===== src/rtl/modexp_pkg.sv =====
// Shared types for the modular-exponentiation engine: FSM state encoding.
package modexp_pkg;

  localparam int STATE_W = 3;

  typedef enum logic [STATE_W-1:0] {
    IDLE = 3'd0,
    LOAD = 3'd1,
    SQR  = 3'd2,
    MUL  = 3'd3,
    FIN  = 3'd4
  } modexp_state_t;

endpackage


===== src/rtl/modexp_engine_modmul.sv =====
// Bit-serial interleaved modular multiplier: p = a*b mod n, one bit of a per cycle, MSB first.
module modmul_serial
  import modexp_pkg::*;
#(
  parameter int WIDTH = 6
) (
  input  logic             clk,
  input  logic             rst,
  input  logic             go,
  input  logic [WIDTH-1:0] a,
  input  logic [WIDTH-1:0] b,
  input  logic [WIDTH-1:0] n,
  output logic [WIDTH-1:0] p,
  output logic             ready
);

  localparam int CW = $clog2(WIDTH);
  localparam logic [CW-1:0] LAST = CW'(WIDTH - 1);

  logic [CW-1:0]    cnt;
  logic [WIDTH-1:0] p_reg;
  logic [WIDTH-1:0] p_base;
  logic             a_bit;
  logic [WIDTH+1:0] acc0;
  logic [WIDTH+1:0] acc1;
  logic [WIDTH+1:0] n_ext;

  // One shift-add-reduce step; p carries the fully reduced step value so the
  // caller can capture the product on the same edge that ready is seen.
  always_comb begin
    n_ext  = {2'b00, n};
    p_base = (cnt == '0) ? '0 : p_reg;
    a_bit  = a[LAST - cnt];
    acc0   = {1'b0, p_base, 1'b0} + (a_bit ? {2'b00, b} : '0);
    acc1   = (acc0 >= n_ext) ? acc0 - n_ext : acc0;
    p      = (acc1 >= n_ext) ? WIDTH'(acc1 - n_ext) : acc1[WIDTH-1:0];
    ready  = go && (cnt == LAST);
  end

  always_ff @(posedge clk or posedge rst) begin
    if (rst) begin
      cnt   <= '0;
      p_reg <= '0;
    end else if (go) begin
      p_reg <= p;
      cnt   <= (cnt == LAST) ? '0 : cnt + 1'b1;
    end
  end

endmodule


===== src/rtl/modexp_engine.sv =====
// Constant-time left-to-right square-and-multiply modular exponentiation engine.
module modexp_engine
  import modexp_pkg::*;
#(
  parameter int WIDTH = 6
) (
  input  logic             clk,
  input  logic             rst,
  input  logic             start,
  input  logic [WIDTH-1:0] base,
  input  logic [WIDTH-1:0] modulus,
  input  logic [WIDTH-1:0] exponent,
  output logic [WIDTH-1:0] result,
  output logic             busy,
  output logic             done,
  output logic             error
);

  localparam int IDX_W = $clog2(WIDTH);
  localparam logic [IDX_W-1:0] TOP_IDX = IDX_W'(WIDTH - 1);

  modexp_state_t    state, next_state;
  logic [WIDTH-1:0] base_r, mod_r, exp_r, r_reg;
  logic [IDX_W-1:0] bit_idx;
  logic             operands_bad;
  logic             mul_go, mul_ready;
  logic [WIDTH-1:0] mul_b, mul_p;

  assign operands_bad = (mod_r == '0) || (base_r >= mod_r);

  modmul_serial #(.WIDTH(WIDTH)) u_mul (
    .clk  (clk),
    .rst  (rst),
    .go   (mul_go),
    .a    (r_reg),
    .b    (mul_b),
    .n    (mod_r),
    .p    (mul_p),
    .ready(mul_ready)
  );

  always_ff @(posedge clk or posedge rst) begin
    if (rst) state <= IDLE;
    else     state <= next_state;
  end

  // The multiplier runs for every bit in both phases; only the write-back of
  // the MUL product depends on the exponent bit, keeping latency fixed.
  always_comb begin
    next_state = state;
    mul_go     = 1'b0;
    mul_b      = r_reg;
    case (state)
      IDLE: if (start) next_state = LOAD;
      LOAD: next_state = operands_bad ? FIN : SQR;
      SQR: begin
        mul_go = 1'b1;
        if (mul_ready) next_state = MUL;
      end
      MUL: begin
        mul_go = 1'b1;
        mul_b  = base_r;
        if (mul_ready) next_state = (bit_idx == '0) ? FIN : SQR;
      end
      FIN:     next_state = IDLE;
      default: next_state = IDLE;
    endcase
  end

  always_ff @(posedge clk or posedge rst) begin
    if (rst) begin
      base_r  <= '0;
      mod_r   <= '0;
      exp_r   <= '0;
      r_reg   <= '0;
      bit_idx <= '0;
      result  <= '0;
      busy    <= 1'b0;
      done    <= 1'b0;
      error   <= 1'b0;
    end else begin
      done <= 1'b0;
      case (state)
        IDLE: begin
          if (start) begin
            base_r <= base;
            mod_r  <= modulus;
            exp_r  <= exponent;
            error  <= 1'b0;
            busy   <= 1'b1;
          end
        end
        LOAD: begin
          if (operands_bad) begin
            error <= 1'b1;
          end else begin
            r_reg   <= {{(WIDTH-1){1'b0}}, (mod_r != WIDTH'(1))};
            bit_idx <= TOP_IDX;
          end
        end
        SQR: begin
          if (mul_ready) r_reg <= mul_p;
        end
        MUL: begin
          if (mul_ready) begin
            if (exp_r[bit_idx]) r_reg <= mul_p;
            if (bit_idx != '0) bit_idx <= bit_idx - 1'b1;
          end
        end
        FIN: begin
          result <= error ? '0 : r_reg;
          done   <= 1'b1;
          busy   <= 1'b0;
        end
        default: ;
      endcase
    end
  end

endmodule


===== config.mk =====
export PLATFORM = sky130hd
export DESIGN_NAME = modexp_engine
export DESIGN_NICKNAME = d
export VERILOG_FILES = /design/src/rtl/modexp_pkg.sv /design/src/rtl/modexp_engine_modmul.sv /design/src/rtl/modexp_engine.sv
export SDC_FILE = /design/constraint.sdc
export NUM_CORES = 1
export LEC_CHECK = 0
export BUFFER_PORTS_ARGS = -buffer_cell sky130_fd_sc_hd__clkbuf_2
export CAP_MARGIN = 15
export CORE_ASPECT_RATIO = 0.75
export CORE_MARGIN = 3
export CORE_UTILIZATION = 60
export DETAILED_ROUTE_END_ITERATION = 7
export GPL_TIMING_DRIVEN = 1
export PLACE_DENSITY = 0.8
export SYNTH_ARGS = -nofsm -noshare
export SYNTH_HDL_FRONTEND = slang
export SYNTH_SLANG_ARGS = --single-unit
export TNS_END_PERCENT = 1

===== constraint.sdc =====
create_clock -name clk -period 7.2 [get_ports clk]
set_input_delay 1.08 -clock clk [delete_from_list [all_inputs] [get_ports clk]]
set_output_delay 1.08 -clock clk [all_outputs]
set_load 0.01 [all_outputs]

### Word level (Yosys, flattened, before mapping)

Cells that the tools add are included.
Widths: inputs -> output; s select.

* register bits after elaboration: 48
* latch bits: 0
* memory bits (writable): 0
* memory bits (read-only): 0
* output and inout bits: 9
* word-level logic and storage cells: 87
* memories: 0

* add/subtract/negate cells: 6
* multiply operators: 0
* div/mod/pow operators: 0
* magnitude comparators: 5
* equal/unequal tests: 13
* shift-type cells: 0
* multiplexer cells: 33
* bitwise gates (word level): 0
* reduce and logical (&&, ||, !) cells: 18

Operators by type and width (number)
* $mux 6: 9
* $mux 3: 9
* $pmux 6 s3: 1
* $ge 8x6->1: 2
* $ne 2x2->1 const B: 7
* $pmux 3 s4: 1
* $logic_not 3->1: 3
* $add 7x8->8: 1
* $lt 3x4->1 const B: 2
* $mux 8: 1
* $sub 8x6->8: 1
* $mux 1: 7
* $bmux 1 s3: 2
* $eq 3x2->1 const B: 2
* $eq 3x3->1 const B: 2
* $ge 6x6->1: 1
* $logic_not 6->1: 1
* $ne 6x1->1 const B: 1
* $pmux 3 s2: 1
* $reduce_and 3->1: 2
* $reduce_bool 2->1: 3
* $reduce_bool 3->1: 2
* $sub 6x6->6: 1
* $reduce_and 5->1: 1
* 10 further kinds: 12

### Depth between registers and ports, before layout

Gate-level depths: netlist (run 1).

* depth after elaboration: 12
* mapped depth: 28
* mapped depth without buffers: 26

### Modules after synthesis

From an unflattened synthesis (run 1), not the netlist that was laid out.

* cell total of the unflattened synthesis: 370
* area total of the unflattened synthesis: 3509.6 um^2

Modules (own cells, without submodules)
* modexp_engine: times used 1, cells an instance 184, area an instance 1961.9 um^2
* modmul_serial: times used 1, cells an instance 186, area an instance 1547.7 um^2

### Least setup slack after synthesis (run 1)

Ideal clock, no wire load.

* path kind: register to register
* from: reg u_mul.cnt[1]
* to: reg r_reg[0]
* setup time: 0.094 ns
* data arrival time: 5.572 ns
* required time: 7.106 ns
* setup slack: 1.534 ns
* cell stages (with the launch flop): 28
* path buffers: 1
* cells stage by stage: dfrtp_1 -> inv_1 -> ha_1 -> mux4_2 -> nand2_1 -> o31a_1 -> a21oi_1 -> ha_1 -> a21o_1 -> a211oi_1 -> nor2_1 -> ha_1 -> a21o_1 -> a31o_2 -> o21ai_0 -> nand3b_1 -> mux2_2 -> ha_1 -> fa_1 -> nand2b_1 -> a21oi_1 -> a211o_1 -> a21oi_1 -> o311ai_0 -> o22a_1 -> buf_6 -> mux2_4 -> a221oi_2

* word-level cells in the longest chain between the ends: 12

Ends and longest elaborated chain
* start: declaration: line modexp_engine_modmul.sv:20 `logic [CW-1:0] cnt;`
* start signal: assignment: line modexp_engine_modmul.sv:46 `cnt <= (cnt == LAST) ? '0 : cnt + 1'b1;`
* $sub 3x3->3: line modexp_engine_modmul.sv:33 `a_bit = a[LAST - cnt];`
* $bmux 1 s3: line modexp_engine_modmul.sv:33
* $mux 1 (not written as such): line modexp_engine_modmul.sv:33
* $mux 6: line modexp_engine_modmul.sv:34 `acc0 = {1'b0, p_base, 1'b0} + (a_bit ? {2'b00, b} : '0);`
* $add 7x8->8: line modexp_engine_modmul.sv:34
* $sub 8x6->8 / $ge 8x6->1 (equally long branches): line modexp_engine_modmul.sv:35 `acc1 = (acc0 >= n_ext) ? acc0 - n_ext : acc0;`
* $mux 8: line modexp_engine_modmul.sv:35
* $ge 8x6->1 / $sub 6x6->6 (equally long branches): line modexp_engine_modmul.sv:36 `p = (acc1 >= n_ext) ? WIDTH'(acc1 - n_ext) : acc1[WIDTH-1:0];`
* $mux 6: line modexp_engine_modmul.sv:36
* $mux 6: line modexp_engine.sv:106 `if (exp_r[bit_idx]) r_reg <= mul_p;`
* $mux 6: line modexp_engine.sv:105 `if (mul_ready) begin`
* $pmux 6 s3: line modexp_engine.sv:83 `case (state)`
* end signal: assignment: line modexp_engine.sv:97 `r_reg <= {{(WIDTH-1){1'b0}}, (mod_r != WIDTH'(1))};`
* end signal: assignment: line modexp_engine.sv:102 `if (mul_ready) r_reg <= mul_p;`
* end signal: assignment: line modexp_engine.sv:106
* end: declaration: line modexp_engine.sv:23 `logic [WIDTH-1:0] base_r, mod_r, exp_r, r_reg;`

Parallel ways exist; a longest one is shown, timed or not. The select of a mux whose other input is x is not followed.
A chain may end at the register's enable or synchronous reset.

### Final worst setup path (run 1)

* from: reg state[1]
* to: reg r_reg[0]

* word-level cells in the longest chain between the ends: 11

Ends and longest elaborated chain
* start: declaration: line modexp_engine.sv:22 `modexp_state_t state, next_state;`
* start signal: assignment: line modexp_engine.sv:44 `else state <= next_state;`
* $eq 3x2->1: line modexp_engine.sv:53, modexp_engine.sv:83
* $mux 6: line modexp_engine.sv:53 `case (state)`
* $mux 6: line modexp_engine_modmul.sv:34
* $add 7x8->8: line modexp_engine_modmul.sv:34
* $sub 8x6->8 / $ge 8x6->1 (equally long branches): line modexp_engine_modmul.sv:35
* $mux 8: line modexp_engine_modmul.sv:35
* $ge 8x6->1 / $sub 6x6->6 (equally long branches): line modexp_engine_modmul.sv:36
* $mux 6: line modexp_engine_modmul.sv:36
* $mux 6: line modexp_engine.sv:106
* $mux 6: line modexp_engine.sv:105
* $pmux 6 s3: line modexp_engine.sv:83

Parallel ways exist; a longest one is shown, timed or not. The select of a mux whose other input is x is not followed.

==> results.yml, run 1 <==
routing:
  wl_per_cell_um: 16.0
  vias: 2546
  wirelength_mm: 7.02
  postRouteAntennaNets: 0
  drt_iter0_drc: 210
  drc: 0
  viasPerCell: 5.79
  dr.pass1.iters: 4
timing:
  setup_viol: 0
  rsz0062_at_grt: "no"
  max_clock_freq_mhz: 152
  period_minus_slack_ns: 6.56
  fin_skew_ns: 0.00560
  slew_violations: 0
  tns_ns: 0
  hold_violations: 0
  fin_crit_sh: 0.911
  tightest_slew_ns: 0.970
  slew_headroom: 0.352
floorplanning:
  dieArea_mm2: 0.00629
  chipWidth_um: 90.6
  start_util: 0.639
  io_pins: 30
  num_rows: 22
  die_h_um: 69.4
  core_mm2: 0.00504
placement:
  dpl.hpwl_mm: 5.52
  place_congestion: 0.924
  portBuffers: 29
grt:
  first_global_vias: 2366
  overflow: 0
  antenna_found_initial: 0
  grt_use_total: 0.235
  grt_first_pass_wirelength_mm: 11.9
  grt_max_degree: 49
cells_and_area:
  final_common_cell: "nand2_1"
  nNetsFinal: 420
  final_cell_mix: "nand2_1 (53), dfrtp_1 (48), o21ai_0 (29), clkbuf_2 (29), ha_1 (28)"
  diodes: 0
  layout-drive-gt1-share: 0.188
  fillers: 406
  syn_to_final_growth_pct: 9.22
synthesis:
  netlist_area_mm2: 0.00322
  synthCells: 339
  yosysSeqAreaShare: 0.373
  synth-async-reset-ratio: 1.00
  ys_ff_latch: 48
  synth.distinct_cells: 56
  synthFlopType: "dfrtp_1"
  synth_edf_count: 0
  yosysWarningCount: 0
  synthesis.nets: 391
  syn_area_per_cell_um2: 9.49
clocking:
  cts_buffer_depth: 2
  cts_buffers: 5
  clock_latency_ns: 0.30
  h-tree-depth: 2
  ctsResizeCount: 0
  cts_tree: "done"
  post-cts-setup-buffer-count: 0
  clkTransAtPathRegs_ns: 0.09
  root_buffer: "clkbuf_8"
  hold_buffers: 0
  clock-sinks: 48
setup_path:
  critPathSlowestCell: "dfrtp_1"
  crit_type: "flip-flop to flip-flop"
  cpPeakStageDelay_ns: 0.48
  cp_cell_sequence: "nor2b_1 -> and2_1 -> nand2_1 -> a21oi_1 -> ha_1 -> a21o_1 -> a211oi_1 -> nor2_1 -> ha_1 -> a21o_1 -> a31o_2 -> o21ai_0 -> nand3b_1 -> mux2_2 -> ha_1 -> fa_1 -> nand2b_1 -> a21oi_1 -> a211o_1 -> a21oi_1 -> o311ai_0 -> o22a_1 -> mux2_4 -> a221oi_2"
  crit_path_max_fanout: 8
  worst-path-buf-inv: 0
  end_kind: "flip-flop"
  crit_required_ns: 7.41
  worstPathArrival_ns: 6.77
  critical-path-top-delay-family: "compound AO/OA/AOI/OAI gates"
  start_kind: "flip-flop"
status:
  outcome: "finished, final reports clean"
job:
  maxCapViolCount: 0
min_path:
  worstHoldPathType: "flip-flop to flip-flop"
worst register-to-register path, stage by stage, from the launching register on:
cell,delay [ns]
dfrtp_1,0.48
nor2b_1,0.45
and2_1,0.35
nand2_1,0.09
a21oi_1,0.23
ha_1,0.30
a21o_1,0.16
a211oi_1,0.24
nor2_1,0.09
ha_1,0.38
a21o_1,0.23
a31o_2,0.23
o21ai_0,0.23
nand3b_1,0.29
mux2_2,0.38
ha_1,0.22
fa_1,0.42
nand2b_1,0.18
a21oi_1,0.17
a211o_1,0.13
a21oi_1,0.10
o311ai_0,0.10
o22a_1,0.42
mux2_4,0.35
a221oi_2,0.23
synth_stat cells (2+ instances only):
master | n | area share
nor2_1 | 16 | 0.019
a211oi_1 | 2 | 0.0047
a21o_1 | 6 | 0.014
o21ai_1 | 2 | 0.0031
ha_1 | 28 | 0.11
mux2i_1 | 8 | 0.025
nand3_1 | 6 | 0.0093
fa_1 | 3 | 0.019
o21a_1 | 4 | 0.0093
dfrtp_1 | 48 | 0.37
xnor2_1 | 9 | 0.025
a2111oi_0 | 2 | 0.0054
mux2_2 | 19 | 0.067
nand2_1 | 53 | 0.062
inv_1 | 23 | 0.027
a21oi_1 | 14 | 0.022
nor2b_1 | 5 | 0.0097
and3_1 | 2 | 0.0039
o311ai_0 | 2 | 0.0054
o21ai_0 | 29 | 0.045
nand2b_1 | 7 | 0.014
mux4_2 | 2 | 0.014
clkbuf_1 | 6 | 0.0070
and2_1 | 7 | 0.014
nor3_1 | 4 | 0.0062
a211o_1 | 2 | 0.0054
layout make-up:
type / instances / area (um^2) / area share
clock buffer: 5 / 68.8 / 0.0196
clock inverter: 2 / 12.5 / 0.00356
inverter: 23 / 86.3 / 0.0246
multi-input combinational: 259 / 1890 / 0.539
sequential: 48 / 1200 / 0.342
tap: 72 / 90.1 / 0.0256
timing repair buffer: 31 / 160 / 0.0456
through the flow:
stage,std cells,utilization,instance area [um^2],hold slack [ns],setup WS [ns]
4_1_cts,440,0.697,3510,0.488,0.693
3_3_place_gp,433,0.681,3430,0.461,1.05
3_5_place_dp,433,0.681,3430,0.466,0.746
2_1_floorplan,339,-,3220,0.442,1.53
6_report,440,0.697,3510,0.482,0.641
5_1_grt,440,0.697,3510,0.510,0.258
worst paths after layout:
kind	from	end	slack, ns	cells after the start
worst max-delay path	state[1]$_DFFE_PP0P_	r_reg[0]$_DFFE_PP0P_	0.64	24
worst min-delay path	error$_DFFE_PP0P_	result[0]$_DFFE_PP0P_	0.48	1
worst max register to register	state[1]$_DFFE_PP0P_	r_reg[0]$_DFFE_PP0P_	0.64	24
worst min register to register	error$_DFFE_PP0P_	result[0]$_DFFE_PP0P_	0.48	1
max in group asynchronous	rst	r_reg[1]$_DFFE_PP0P_	5.61	2
min in group asynchronous	rst	exp_r[2]$_DFFE_PP0P_	0.98	2
metal layers:
metal | global-route usage | share of wire | up-vias
met4 | 0.0424 | 0.0077 | 0
met1 | 0.356 | 0.50 | 1197
met3 | 0.0542 | 0.064 | 8
met5 | 0 | 0 | -
li1 | - | - | 1253
met2 | 0.347 | 0.43 | 88
cell families after synthesis:
group / Yosys count / synth area share
adder cells (fa/ha/maj): 31 / 0.128
XOR/XNOR: 10 / 0.0272
buffers and inverters: 32 / 0.0404
AO/OA/AOI/OAI: 78 / 0.157
flip-flops: 48 / 0.373
AND/OR/NAND/NOR: 110 / 0.165
multiplexers: 30 / 0.110
Power of run 1 is not shown: default switching activity piles up to over one toggle a cycle in this logic, so the estimate is an artifact.
==> run 2, diff against run 1 <==
--- a/config.mk
+++ b/config.mk
@@ -13,6 +13,7 @@
 export DETAILED_ROUTE_END_ITERATION = 7
 export GPL_TIMING_DRIVEN = 1
 export PLACE_DENSITY = 0.8
+export REMOVE_ABC_BUFFERS = 1
 export SYNTH_ARGS = -nofsm -noshare
 export SYNTH_HDL_FRONTEND = slang
 export SYNTH_SLANG_ARGS = --single-unit
==> run 2 against run 1 <==
  * Clock skew up 0.0026 ns
  * First-iteration DRC count up 44%
  * Sequential share of layout area unchanged
  * Clock-buffer cell count unchanged
  * Via count up 0.63%
  * Wire length down 2.2%
  * Register-to-register slack about the same
  * Maximum frequency down 0.13%
  * Flip-flop and latch count unchanged
  * Hold slack worse by 0.0028 ns
  * Worst setup slack worse by 0.0084 ns
  * Final area unchanged
==> results.yml, run 2 (synthesis results as in run 1) <==
status:
  outcome: "finished, final reports clean"
grt:
  grt_max_degree: 49
  antenna_found_initial: 0
  first_global_vias: 2465
  grt_first_pass_wirelength_mm: 11.8
  overflow: 0
  grt_use_total: 0.230
floorplanning:
  io_pins: 30
  die_h_um: 69.4
  start_util: 0.639
  core_mm2: 0.00504
  dieArea_mm2: 0.00629
  num_rows: 22
  chipWidth_um: 90.6
routing:
  wl_met2_mm: 2.93
  wl_met1_mm: 3.44
  dr.pass1.iters: 5
  vias: 2562
  wirelength_mm: 6.87
  postRouteAntennaNets: 0
  drt_iter0_drc: 303
  drc: 0
  wl_per_cell_um: 15.6
  wl_met3_um: 411
  top_layer_used: "met4"
  viasPerCell: 5.82
clocking:
  root_buffer: "clkbuf_8"
  clock-sinks: 48
  cts_tree: "done"
  clkTransAtPathRegs_ns: 0.08
  cts_buffer_depth: 2
  ctsResizeCount: 0
  post-cts-setup-buffer-count: 0
  hold_buffers: 0
  cts_buffers: 5
  clock_latency_ns: 0.30
  h-tree-depth: 2
timing:
  setup_ws_ns: 0.632
  slew_violations: 0
  slew_headroom: 0.361
  setup_viol: 0
  tns_ns: 0
  max_clock_freq_mhz: 152
  tightest_slew_ns: 0.957
  fin_crit_sh: 0.912
  period_minus_slack_ns: 6.57
  rsz0062_at_grt: "no"
  fin_skew_ns: 0.00817
  hold_violations: 0
placement:
  portBuffers: 29
  place_congestion: 0.950
  preCtsSetupSlack_ns: 0.790
  dpl.hpwl_mm: 5.39
cells_and_area:
  final_cell_mix: "nand2_1 (53), dfrtp_1 (48), o21ai_0 (29), clkbuf_2 (29), ha_1 (28)"
  diodes: 0
  final_common_cell: "nand2_1"
  syn_to_final_growth_pct: 9.22
  layout-drive-gt1-share: 0.188
  nNetsFinal: 420
setup_path:
  critical-path-top-delay-family: "compound AO/OA/AOI/OAI gates"
  worst-path-buf-inv: 0
  cp_cell_sequence: "nor2b_1 -> and2_1 -> nand2_1 -> a21oi_1 -> ha_1 -> a21o_1 -> a211oi_1 -> nor2_1 -> ha_1 -> a21o_1 -> a31o_2 -> o21ai_0 -> nand3b_1 -> mux2_2 -> ha_1 -> fa_1 -> nand2b_1 -> a21oi_1 -> a211o_1 -> a21oi_1 -> o311ai_0 -> o22a_1 -> mux2_4 -> a221oi_2"
  start_kind: "flip-flop"
  crit_type: "flip-flop to flip-flop"
  end_kind: "flip-flop"
  crit_required_ns: 7.41
  worstPathArrival_ns: 6.78
  crit_path_max_fanout: 8
  cpPeakStageDelay_ns: 0.49
  critPathSlowestCell: "dfrtp_1"
min_path:
  worstHoldPathType: "flip-flop to flip-flop"
job:
  maxCapViolCount: 0
## run 2: cell counts in the layout (fill, tap and decap cells not counted)
Identical to the previous run, type by type.
## run 2: worst register-to-register path, stage by stage, from the launching register on
cell      delay [ns]
dfrtp_1         0.49
nor2b_1         0.45
and2_1          0.34
nand2_1         0.11
a21oi_1         0.25
ha_1            0.32
a21o_1          0.17
a211oi_1        0.23
nor2_1          0.09
ha_1            0.39
a21o_1          0.22
a31o_2          0.21
o21ai_0         0.21
nand3b_1        0.27
mux2_2          0.36
ha_1            0.22
fa_1            0.41
nand2b_1        0.18
a21oi_1         0.20
a211o_1         0.14
a21oi_1         0.10
o311ai_0        0.12
o22a_1          0.42
mux2_4          0.35
a221oi_2        0.23
## run 2: final cells by class
cell class                      count  area [um^2]
Multi-Input combinational cell    259         1890
Fill cell                         400         1520
Timing Repair Buffer               31          160
Inverter                           23         86.3
Sequential cell                    48         1200
Tap cell                           72         90.1
Clock buffer                        5         68.8
Clock inverter                      2         12.5
## run 2: per-stage QoR
stage,util,hold slack [ns],cells,instance area (um^2)
2_1_floorplan,-,0.442,330,3170
3_3_place_gp,0.681,0.459,433,3430
3_5_place_dp,0.681,0.470,433,3430
4_1_cts,0.697,0.489,440,3510
5_1_grt,0.697,0.520,440,3510
6_report,0.697,0.479,440,3510
## run 2: worst paths after layout
kind | startpoint | to | slack [ns] | cells past startpoint
setup / recovery | state[1]$_DFFE_PP0P_ | r_reg[0]$_DFFE_PP0P_ | 0.63 | 24
hold / removal | result[2]$_DFFE_PP0P_ | result[2]$_DFFE_PP0P_ | 0.48 | 2
setup reg to reg | state[1]$_DFFE_PP0P_ | r_reg[0]$_DFFE_PP0P_ | 0.63 | 24
hold reg to reg | result[2]$_DFFE_PP0P_ | result[2]$_DFFE_PP0P_ | 0.48 | 2
max in group asynchronous | rst | u_mul.cnt[0]$_DFFE_PP0P_ | 5.62 | 2
min in group asynchronous | rst | mod_r[2]$_DFFE_PP0P_ | 0.98 | 2
## run 2: layer usage
layer  GRT usage  vias to the layer above
met1       0.356                     1208
met5           0                        -
met2       0.339                       93
li1            -                     1247
met4      0.0492                        0
met3      0.0369                       14
Power of run 2 is left out for the same reason.
